==> src/rtl/alu_pkg.sv <==
// Shared definitions for the sequential ALU.
//   - Opcode encodings for the 3-bit op field.
//   - FSM state type used by alu_seq (IDLE for single-cycle ops, MUL while
//     the iterative multiplier is busy).
package alu_pkg;

  localparam logic [2:0] OP_AND   = 3'b000;
  localparam logic [2:0] OP_OR    = 3'b001;
  localparam logic [2:0] OP_XOR   = 3'b010;
  localparam logic [2:0] OP_ADD   = 3'b011;
  localparam logic [2:0] OP_SUB   = 3'b100;
  localparam logic [2:0] OP_SLT   = 3'b101;
  localparam logic [2:0] OP_MUL   = 3'b110;
  localparam logic [2:0] OP_PASSB = 3'b111;

  typedef enum logic {
    ST_IDLE = 1'b0,
    ST_MUL  = 1'b1
  } state_t;

endpackage

==> src/rtl/alu_mul_seq.sv <==
// Iterative shift-add unsigned multiplier, one partial product per cycle.
// Ports:
//   clk, rst_n  : clock, asynchronous active-low reset (aborts any operation)
//   start_i     : load operands and begin; ignored bits are don't-care
//   a_i, b_i    : multiplicand / multiplier, WIDTH bits unsigned
//   done_o      : high during the cycle whose rising edge completes the last step
//   product_o   : full 2*WIDTH product, valid whenever done_o is high
module alu_mul_seq #(
  parameter int WIDTH = 8
) (
  input  logic               clk,
  input  logic               rst_n,
  input  logic               start_i,
  input  logic [WIDTH-1:0]   a_i,
  input  logic [WIDTH-1:0]   b_i,
  output logic               done_o,
  output logic [2*WIDTH-1:0] product_o
);

  localparam int CNT_W = $clog2(WIDTH);

  logic               busy_q;
  logic [CNT_W-1:0]   cnt_q;
  logic [2*WIDTH-1:0] mcand_q;
  logic [2*WIDTH-1:0] acc_q;
  logic [WIDTH-1:0]   mplier_q;
  logic [2*WIDTH-1:0] acc_d;

  // The final partial product is folded in combinationally so the product is
  // ready on the same edge that completes the last iteration.
  assign acc_d     = acc_q + (mplier_q[0] ? mcand_q : '0);
  assign done_o    = busy_q && (cnt_q == CNT_W'(WIDTH - 1));
  assign product_o = acc_d;

  always_ff @(posedge clk or negedge rst_n) begin
    if (!rst_n) begin
      busy_q   <= 1'b0;
      cnt_q    <= '0;
      mcand_q  <= '0;
      acc_q    <= '0;
      mplier_q <= '0;
    end else if (start_i) begin
      busy_q   <= 1'b1;
      cnt_q    <= '0;
      acc_q    <= '0;
      mcand_q  <= {{WIDTH{1'b0}}, a_i};
      mplier_q <= b_i;
    end else if (busy_q) begin
      acc_q    <= acc_d;
      mcand_q  <= mcand_q << 1;
      mplier_q <= mplier_q >> 1;
      if (done_o) begin
        busy_q <= 1'b0;
        cnt_q  <= '0;
      end else begin
        cnt_q  <= cnt_q + 1'b1;
      end
    end
  end

endmodule

==> src/rtl/alu_seq.sv <==
// Sequential ALU with valid/ready handshakes on both sides.
// Single-cycle ops (AND/OR/XOR/ADD/SUB/SLT/PASSB) produce a registered result
// one edge after accept; MUL runs WIDTH cycles in alu_mul_seq.
// Ports:
//   clk, rst_n            : clock, asynchronous active-low reset
//   in_valid / in_ready   : request handshake; op, a, b sampled on accept
//   out_valid / out_ready : result handshake; outputs held while stalled
//   result                : low WIDTH bits of the operation
//   carry                 : ADD carry-out, SUB borrow, MUL high-half non-zero
//   zero                  : result == 0
//   eq                    : accepted a == accepted b
module alu_seq
  import alu_pkg::*;
#(
  parameter int WIDTH = 8
) (
  input  logic             clk,
  input  logic             rst_n,
  input  logic             in_valid,
  output logic             in_ready,
  input  logic [2:0]       op,
  input  logic [WIDTH-1:0] a,
  input  logic [WIDTH-1:0] b,
  output logic             out_valid,
  input  logic             out_ready,
  output logic [WIDTH-1:0] result,
  output logic             carry,
  output logic             zero,
  output logic             eq
);

  state_t             state_q, state_d;
  logic               out_valid_q, out_valid_d;
  logic [WIDTH-1:0]   result_q, result_d;
  logic               carry_q, carry_d;
  logic               zero_q, zero_d;
  logic               eq_q, eq_d;
  logic               mul_eq_q;

  logic               accept;
  logic               mul_start;
  logic               mul_done;
  logic [2*WIDTH-1:0] mul_product;

  logic [WIDTH:0]     sum;
  logic [WIDTH:0]     diff;
  logic [WIDTH-1:0]   alu_res;
  logic               alu_carry;

  // rst_n is folded in so in_ready reads 0 while reset is held, even though
  // the registered state already looks idle.
  assign in_ready  = rst_n && (state_q == ST_IDLE) && (!out_valid_q || out_ready);
  assign accept    = in_valid && in_ready;
  assign mul_start = accept && (op == OP_MUL);

  alu_mul_seq #(.WIDTH(WIDTH)) u_mul (
    .clk       (clk),
    .rst_n     (rst_n),
    .start_i   (mul_start),
    .a_i       (a),
    .b_i       (b),
    .done_o    (mul_done),
    .product_o (mul_product)
  );

  // Single-cycle datapath; the borrow bit of diff doubles as the a<b compare.
  always_comb begin
    alu_res   = '0;
    alu_carry = 1'b0;
    sum       = {1'b0, a} + {1'b0, b};
    diff      = {1'b0, a} - {1'b0, b};
    case (op)
      OP_AND:   alu_res = a & b;
      OP_OR:    alu_res = a | b;
      OP_XOR:   alu_res = a ^ b;
      OP_ADD:   begin alu_res = sum[WIDTH-1:0];  alu_carry = sum[WIDTH];  end
      OP_SUB:   begin alu_res = diff[WIDTH-1:0]; alu_carry = diff[WIDTH]; end
      OP_SLT:   alu_res = {{(WIDTH-1){1'b0}}, diff[WIDTH]};
      OP_PASSB: alu_res = b;
      default:  alu_res = '0;
    endcase
  end

  always_comb begin
    state_d = state_q;
    case (state_q)
      ST_IDLE: if (mul_start) state_d = ST_MUL;
      ST_MUL:  if (mul_done)  state_d = ST_IDLE;
      default: state_d = ST_IDLE;
    endcase
  end

  // A load on the same edge as a consume keeps out_valid high with new data.
  always_comb begin
    out_valid_d = out_valid_q;
    result_d    = result_q;
    carry_d     = carry_q;
    zero_d      = zero_q;
    eq_d        = eq_q;
    if (out_valid_q && out_ready) out_valid_d = 1'b0;
    if (accept && (op != OP_MUL)) begin
      out_valid_d = 1'b1;
      result_d    = alu_res;
      carry_d     = alu_carry;
      zero_d      = (alu_res == '0);
      eq_d        = (a == b);
    end else if ((state_q == ST_MUL) && mul_done) begin
      out_valid_d = 1'b1;
      result_d    = mul_product[WIDTH-1:0];
      carry_d     = |mul_product[2*WIDTH-1:WIDTH];
      zero_d      = (mul_product[WIDTH-1:0] == '0);
      eq_d        = mul_eq_q;
    end
  end

  always_ff @(posedge clk or negedge rst_n) begin
    if (!rst_n) begin
      state_q     <= ST_IDLE;
      out_valid_q <= 1'b0;
      result_q    <= '0;
      carry_q     <= 1'b0;
      zero_q      <= 1'b0;
      eq_q        <= 1'b0;
      mul_eq_q    <= 1'b0;
    end else begin
      state_q     <= state_d;
      out_valid_q <= out_valid_d;
      result_q    <= result_d;
      carry_q     <= carry_d;
      zero_q      <= zero_d;
      eq_q        <= eq_d;
      // Operands are gone by the time the product is ready, so a==b is kept.
      if (mul_start) mul_eq_q <= (a == b);
    end
  end

  assign out_valid = out_valid_q;
  assign result    = result_q;
  assign carry     = carry_q;
  assign zero      = zero_q;
  assign eq        = eq_q;

endmodule

==> config.mk <==
export PLATFORM = sky130hd
export DESIGN_NAME = alu_seq
export DESIGN_NICKNAME = d
export VERILOG_FILES = /design/src/rtl/alu_pkg.sv /design/src/rtl/alu_mul_seq.sv /design/src/rtl/alu_seq.sv
export SDC_FILE = /design/constraint.sdc
export NUM_CORES = 1
export LEC_CHECK = 0
export BUFFER_PORTS_ARGS = -buffer_cell sky130_fd_sc_hd__buf_4
export CAP_MARGIN = 20
export CORE_UTILIZATION = 40
export CTS_CLUSTER_SIZE = 28
export DETAILED_ROUTE_END_ITERATION = 6
export MAX_ROUTING_LAYER = met4
export PLACE_DENSITY_LB_ADDON = 0.12
export REMOVE_ABC_BUFFERS = 1
export SLEW_MARGIN = 20
export SYNTH_ARGS = -nofsm -noshare
export SYNTH_HDL_FRONTEND = slang
export SYNTH_SLANG_ARGS = --single-unit
export TNS_END_PERCENT = 5
==> constraint.sdc <==
create_clock -name clk -period 2.7 [get_ports clk]
set_input_delay 0.135 -clock clk [delete_from_list [all_inputs] [get_ports clk]]
set_output_delay 0.135 -clock clk [all_outputs]
set_load 0.02 [all_outputs]
==> metrics.sh, run 1 <==
YOSYS-TOP-CELLS-AREA='dfrtp_1 (32%), ha_1 (12%), mux2i_1 (8.2%)'
CAP_VIOL_MAX_COUNT=0
POWER_LEAKAGE_nW=2.82
LAYOUT.CELL_AREA.NON_FILLER_SQ_UM=5870
STATUS='complete, but fails checks'
REG2REG_SLACK_PS=-40
POST_SYNTH_MOST_FREQUENT_CELLS='nor2_1 (69), dfrtp_1 (58), nand2_1 (48)'
CORE-AREA_SQ_UM=10900
SYNTH.LARGEST_AREA_CELL='dfrtp_1'
WL_MM=13.0
FINAL_NET_COUNT=693
VIASPERCELL=5.49
SYNTHARSTFLOPSHARE_PCT=100
FIRSTDRTPASSITERS=5
WORST_PATH_MAX_DELAY_CELL='or4_1'
NUMBER_OF_GLOBAL_ROUTE_VIAS_BEFORE_REPAIR=4241
WORST_SETUP_PATH_START_KIND='flip-flop'
SYNTH.YOSYS.SEQ_AREA_SHARE_PCT=32.1
GRT_SETUP_UNREPAIRED='yes'
WIRE_PER_INST_UM=16.9
ANTENNA_VIOLATING_NETS_POST_ROUTE=0
DRIVE_GT1_SHARE_PCT=22.9
FLOORPLAN.DIE_AREA_SQ_UM=11700
FINAL_GP_CONGESTION=0.991
MAXSLEWVIOLCOUNT=0
IR_DROP_mV=0.445
VIAS=4229
CRITICALPATHCATEGORY='reg2reg'
POSTLAYOUTSETUPSLACKWORST_PS=-41.1
DETAIL_ROUTE.ITER0.VIOLATIONS=182
FIN_CRIT_PS=2740
MAPPEDNETLISTAREA_SQ_UM=4520
FINALSETUPVIOLCOUNT=1
ANTENNA_FOUND_INITIAL=0
CP_DATA_ARRIVAL_TIME_PS=2940
ANTENNA_CELLS_INSERTED=0
REG2REG_FROM='u_mul.mplier_q[0]$_DFFE_PN0P_'
DIE_SPAN_IN_X_UM=108
GRT_UTIL_ALL_LAYERS_PCT=24.8
AREA_DELTA_SYNTH_FINAL_PCT=30.0
NUMBER_OF_CTS_INSERTED_BUFFERS=9
SYNTH.TOP_CELL.AREA_SHARE_PCT=32.1
YOSYS_WARNINGS=0
YS_TYPES=56
CPMOSTUSEDCELL='buf_4'
POST_PLACEMENT_CELL_AREA_SQ_UM=5390
BUFFER_PORTS.INSERTED=35
SYNTH_ENABLE_FLOP_CELLS=0
ROW_COUNT=38
REG2REG_TO='carry$_DFFE_PN0P_'
POWERDENSITY_nW_PER_UM2=890
CTS.HOLD.BUFFERS_ADDED=0
DIE-HEIGHT_UM=108
SETUP-TNS-FINAL_PS=-41.1
CLOCK-SKEW-FINAL_PS=5.81
WORST_EP_REQUIRED_TIME_PS=2900
OVERALL_POWER_W=0.00523
GLOBALROUTE.TOTALOVERFLOW=0
FIRST_PASS_GRT_WIRE_LENGTH_MM=21.6
CLOCK_SINK_TOTAL=58
INITIAL_CORE_UTIL_PCT=41.3
SYNTH.AVG_CELL_AREA_SQ_UM=8.49
CLOCKBUFFERDEPTH=2
VIOLATIONS='negative hold slack, negative setup slack'
IOPINCOUNT=36
POSTSYNTH.TOPFLOPCELL='dfrtp_1'
CLK_TRANSITION_REPORTED_PATHS_PS=50
YS_SEQ_ELEMENTS=58
CLKLATENCYLATEPIN_PS=330
TIMING.FINAL.HOLD_VIOLATIONS=10
YOSYSMOSTFREQUENTCELL='nor2_1'
MAX_SLEW_MARGIN_PCT=51.4
SYNTHESIS.INSTANCES=532
WORST-SLEW-PIN-TRANSITION_PS=729
FINALCOREUTILIZATION_PCT=53.7
CP_MAX_FO=15
PATH_CELLS='buf_4, and2_1, ha_4, nand3_1, nor4b_2, a22oi_1, buf_4, nor2_1, a21oi_1, or4_1, nor3_2, a31oi_1'
DP_HPWL_MM=9.87
R2R_CELLS=12
CTS_HTREE_LEVELS=3
REMAINING_DRC_ERRORS=0
CPPEAKSTAGEDELAY_PS=550
CRIT_END_CATEGORY='flip-flop'
PRE_CTS_WS_PS=-185
FIN_HOLD_WS_PS=-3.86
POST-ROUTE-PERIOD-UTIL_PCT=102
TRITONCTS_CLOCK_TREE='yes'
HOLD_PATH.CLASS='in2async'
MAXCLOCKFREQUENCY_MHz=365
CTSROOTBUFFERMASTER='clkbuf_16'
GRT_START_MAX_NET_PINS=60
[flip-flops by register name, summed over array words and instances, names as in the netlist]
register,count
carry,1
eq,1
mul_eq_q,1
out_valid,1
result,8
state_q,1
u_mul.acc_q,16
u_mul.busy_q,1
u_mul.cnt_q,3
u_mul.mcand_q,16
u_mul.mplier_q,8
zero,1
[per-stage QoR]
stage,std cells,hold WS (ps)
final,770,-3.86
after global routing,770,59.8
after CTS,770,40.2
after detailed placement,754,384
after global placement,754,378
after floorplan,507,-161
[placed cells by master (no fill, tap or decap), drive strengths merged, types with 6 or more instances in the layout]
cell type and instances:
dfrtp 58, a21oi 34, inv 32, o21ai 41, o22ai 8, xnor2 9, and2 16, a22o 6
nor3 9, nor2 69, clkbuf 12, mux2i 37, nand2 48, xor2 6, ha 42, a21o 8
buf 107, nand3 10, a211oi 10
[layer usage]
layer / global-route usage (%) / part of all wire [%]
met4: 7.24 / 2.1
met2: 40.1 / 49
met1: 31.6 / 45
met3: 4.40 / 4.2
met5: - / 0
[critical path: cells and delay by family, from the launching register on]
| kind | cells | cell delay [ps] |
|---|---|---|
| compound gates | 3 | 290 |
| fa+ha+maj | 1 | 300 |
| buf+inv | 2 | 340 |
| flops | 1 | 380 |
| simple gates | 6 | 1290 |
[cell type report]
class | instances | area [sq um]
sequential | 58 | 1450
clock inverter | 4 | 120
multi-input combinational | 417 | 2930
timing repair buffer | 107 | 803
tap | 140 | 175
clock buffer | 12 | 267
inverter | 32 | 120
fill | 1038 | 5060
[where the power goes]
group	internal [W]	leakage [nW]	switching, W
combinational	0.00107	1.89	0.00121
clock	0.00107	0.189	0.000403
sequential	0.00122	0.741	0.000257
total	0.00336	2.82	0.00187
[kinds of logic (layout without fill, tap and decap cells)]
family,count (synthesis),after routing,share of synthesized area [%]
and+or+nand+nor,170,170,17.0
adders and majority gates,45,45,13.0
buffers and inverters,57,155,5.10
muxes,38,38,8.53
AOI/OAI and AO/OA,149,149,21.4
xor gates and xnor gates,15,15,2.91
DFF,58,58,32.1
[worst max-delay path by stage]
stage                                       start  cells past startpoint  slack [ps]                           end
floorplan                   out_valid$_DFFE_PN0P_                      4       -1370  u_mul.mcand_q[0]$_DFFE_PN0P_
detailed placement   u_mul.mcand_q[0]$_DFFE_PN0P_                     12        -190             carry$_DFFE_PN0P_
finish              u_mul.mplier_q[0]$_DFFE_PN0P_                     12         -40             carry$_DFFE_PN0P_
global placement     u_mul.mcand_q[0]$_DFFE_PN0P_                     12        -130             carry$_DFFE_PN0P_
CTS                 u_mul.mplier_q[0]$_DFFE_PN0P_                     12         -40             carry$_DFFE_PN0P_
global route        u_mul.mplier_q[0]$_DFFE_PN0P_                     12        -190             carry$_DFFE_PN0P_
[timing repair]
action	4_1_cts	5_1_grt
endpoints found under the setup margin	4	7
endpoints found under the hold margin	0	0
gates resized for setup	14	6
gates cloned	0	0
buffers inserted	0	0
pin swaps	1	0
No activity file was read; power rests on OpenSTA's default activity.
==> run 2: changes to the inputs <==
--- a/config.mk
+++ b/config.mk
@@ -12,6 +12,7 @@
 export DETAILED_ROUTE_END_ITERATION = 6
 export MAX_ROUTING_LAYER = met4
 export PLACE_DENSITY_LB_ADDON = 0.12
+export RECOVER_POWER = 100
 export REMOVE_ABC_BUFFERS = 1
 export SLEW_MARGIN = 20
 export SYNTH_ARGS = -nofsm -noshare
==> run 2 against run 1 <==
  * The run ends with negative setup slack left
  * First-iteration DRC count decreased by 1.1%
  * Core utilization down 0.68 points
  * Sequential power is essentially flat
  * Clock skew about the same
  * Worst hold slack better by 48 ps
  * Flip-flop and latch count stayed put
  * Power fell by 1.3%
==> metrics.sh, run 2 (synthesis gave the netlist of run 1 again) <==
FINAL_GP_CONGESTION=0.991
POWERDENSITY_nW_PER_UM2=890
REG2REG_SLACK_PS=-40
GLOBALROUTE.TOTALOVERFLOW=0
REMAINING_DRC_ERRORS=0
WORST_EP_REQUIRED_TIME_PS=2900
TIMING.HOLD.WORST_ENDPOINT='u_mul.mplier_q[5]$_DFFE_PN0P_'
CRIT_PATH_START='u_mul.mplier_q[0]$_DFFE_PN0P_'
LAYOUT_COMMONEST_CELL='buf_4'
DETAIL_ROUTE.ITER0.VIOLATIONS=180
LAYOUT_TOP_REGISTERS='u_mul.acc_q (16), u_mul.mcand_q (16)'
AREA_DELTA_SYNTH_FINAL_PCT=28.3
GRT_START_MAX_NET_PINS=60
VIOLATIONS='negative setup slack'
CTS_HTREE_LEVELS=3
LAYOUTNONFILLERINSTCOUNT=770
DP_HPWL_MM=9.87
WORST-SLEW-PIN-TRANSITION_PS=1410
VIASPERCELL=5.49
POSTLAYOUTSETUPSLACKWORST_PS=-35.5
CLK_TRANSITION_REPORTED_PATHS_PS=50
GRT_UTIL_ALL_LAYERS_PCT=24.8
POWER_LEAKAGE_nW=2.76
CP_MAX_FO=15
DIE-HEIGHT_UM=108
NUMBER_OF_CTS_INSERTED_BUFFERS=9
REG2REG_TO='carry$_DFFE_PN0P_'
CLOCKBUFFERDEPTH=2
CRIT_END_CATEGORY='flip-flop'
GRT_SETUP_UNREPAIRED='yes'
FLOORPLAN.DIE_AREA_SQ_UM=11700
CTSROOTBUFFERMASTER='clkbuf_16'
ANTENNA_VIOLATING_NETS_POST_ROUTE=0
PLACE.DETAILED.INSTANCES=754
DRIVE_GT1_SHARE_PCT=20.0
HOLD_PATH.CLASS='in2reg'
FIRST_PASS_GRT_WIRE_LENGTH_MM=21.6
FIRSTDRTPASSITERS=4
DIE_SPAN_IN_X_UM=108
NUMBER_OF_GLOBAL_ROUTE_VIAS_BEFORE_REPAIR=4241
FIN_CRIT_PS=2740
CLOCK_SINK_TOTAL=58
WORST_SETUP_PATH_START_KIND='flip-flop'
ANTENNA_FOUND_INITIAL=0
FINALSETUPVIOLCOUNT=1
POST-CTS-SETUP-BUFFERS=0
MAXSLEWVIOLCOUNT=0
CLOCK-SKEW-FINAL_PS=5.57
CAP_VIOL_MAX_COUNT=0
REG2REG_FROM='u_mul.mplier_q[0]$_DFFE_PN0P_'
CORE-AREA_SQ_UM=10900
LAYOUT.CELLS.MOST_COMMON_LIST='buf_4 (88), nor2_1 (69), dfrtp_1 (58)'
CP_DATA_ARRIVAL_TIME_PS=2940
WL_MM=13.0
WIRE_PER_INST_UM=16.9
BUFFER_PORTS.INSERTED=35
OVERALL_POWER_W=0.00516
TRITONCTS_CLOCK_TREE='yes'
IR_DROP_mV=0.417
MAXCLOCKFREQUENCY_MHz=366
ANTENNA_CELLS_INSERTED=0
INITIAL_CORE_UTIL_PCT=41.3
CLKLATENCYLATEPIN_PS=330
ROW_COUNT=38
FINAL_NET_COUNT=693
POST-ROUTE-PERIOD-UTIL_PCT=101
IOPINCOUNT=36
R2R_CELLS=12
VIAS=4225
HOLD_PATH_STARTPOINT='b[5]'
WORSTHOLDPATHCELLS=3
TIMING.FINAL.HOLD_VIOLATIONS=0
STATUS='complete, but fails checks'
CRITICALPATHCATEGORY='reg2reg'
MAX_SLEW_MARGIN_PCT=6.07
==> run 2: cell types whose count changed in the layout (fill, tap and decap cells not counted) <==
cell / delta
dfrtp_1: +1
or2_0: +1
or2_1: -1
nor3_1: +1
clkbuf_1: +16
buf_4: -19
clkbuf_2: +3
dfrtp_2: -1
nor3_2: -1
==> run 2: power breakdown <==
group | internal [W] | switching, W
clock network | 0.00107 | 0.000399
logic | 0.00101 | 0.00121
registers | 0.00122 | 0.000253
total | 0.00329 | 0.00186
==> run 2: metrics by stage <==
| step | utilization (%) | instance area, sq um | hold slack, ps | worst slack (ps) | setup TNS (ps) |
|---|---|---|---|---|---|
| after floorplan | - | 4410 | -161 | -1370 | -52800 |
| after global placement | 49.3 | 5390 | 378 | -134 | -246 |
| after detailed placement | 49.3 | 5390 | 384 | -185 | -416 |
| after CTS | 53.4 | 5840 | 40.2 | -37.0 | -37.0 |
| after global routing | 53.0 | 5800 | 59.8 | -187 | -489 |
| final | 53.0 | 5800 | 44.1 | -35.5 | -35.5 |
==> run 2: area by class of cell <==
cell class | instances | area, sq um
Clock buffer | 12 | 267
Clock inverter | 4 | 120
Fill cell | 1060 | 5140
Inverter | 32 | 120
Multi-Input combinational cell | 417 | 2930
Sequential cell | 58 | 1450
Tap cell | 140 | 175
Timing Repair Buffer | 107 | 736
==> run 2: layer usage <==
layer | global-route usage (%) | vias to the layer above | part of all wire (%)
met2 | 40.1 | 92 | 49
met3 | 4.40 | 19 | 3.9
met4 | 7.24 | 0 | 1.9
met1 | 31.6 | 2035 | 45
li1 | - | 2079 | -
met5 | - | - | 0
==> run 2: what timing repair did <==
action                     CTS  global route
pin swaps                    1             0
resized for setup           14             6
hold buffers                 0             0
setup endpoints to repair    4             7
==> run 2: worst max-delay path, cell delays in order, from the launching register on <==
cell and delay [ps]:
dfrtp_1 380, buf_4 180, and2_1 170, ha_4 300, nand3_1 110, nor4b_2 240
a22oi_1 140, buf_4 160, nor2_1 80, a21oi_1 40, or4_1 550, nor3_2 140
a31oi_1 110
==> run 2: how the worst max path moves through the flow <==
| stage | to | slack (ps) | depth (start not counted) |
|---|---|---|---|
| floorplan | u_mul.mcand_q[0]$_DFFE_PN0P_ | -1370 | 4 |
| global placement | carry$_DFFE_PN0P_ | -130 | 12 |
| detailed placement | carry$_DFFE_PN0P_ | -190 | 12 |
| CTS | carry$_DFFE_PN0P_ | -40 | 12 |
| global route | carry$_DFFE_PN0P_ | -190 | 12 |
| finish | carry$_DFFE_PN0P_ | -40 | 12 |
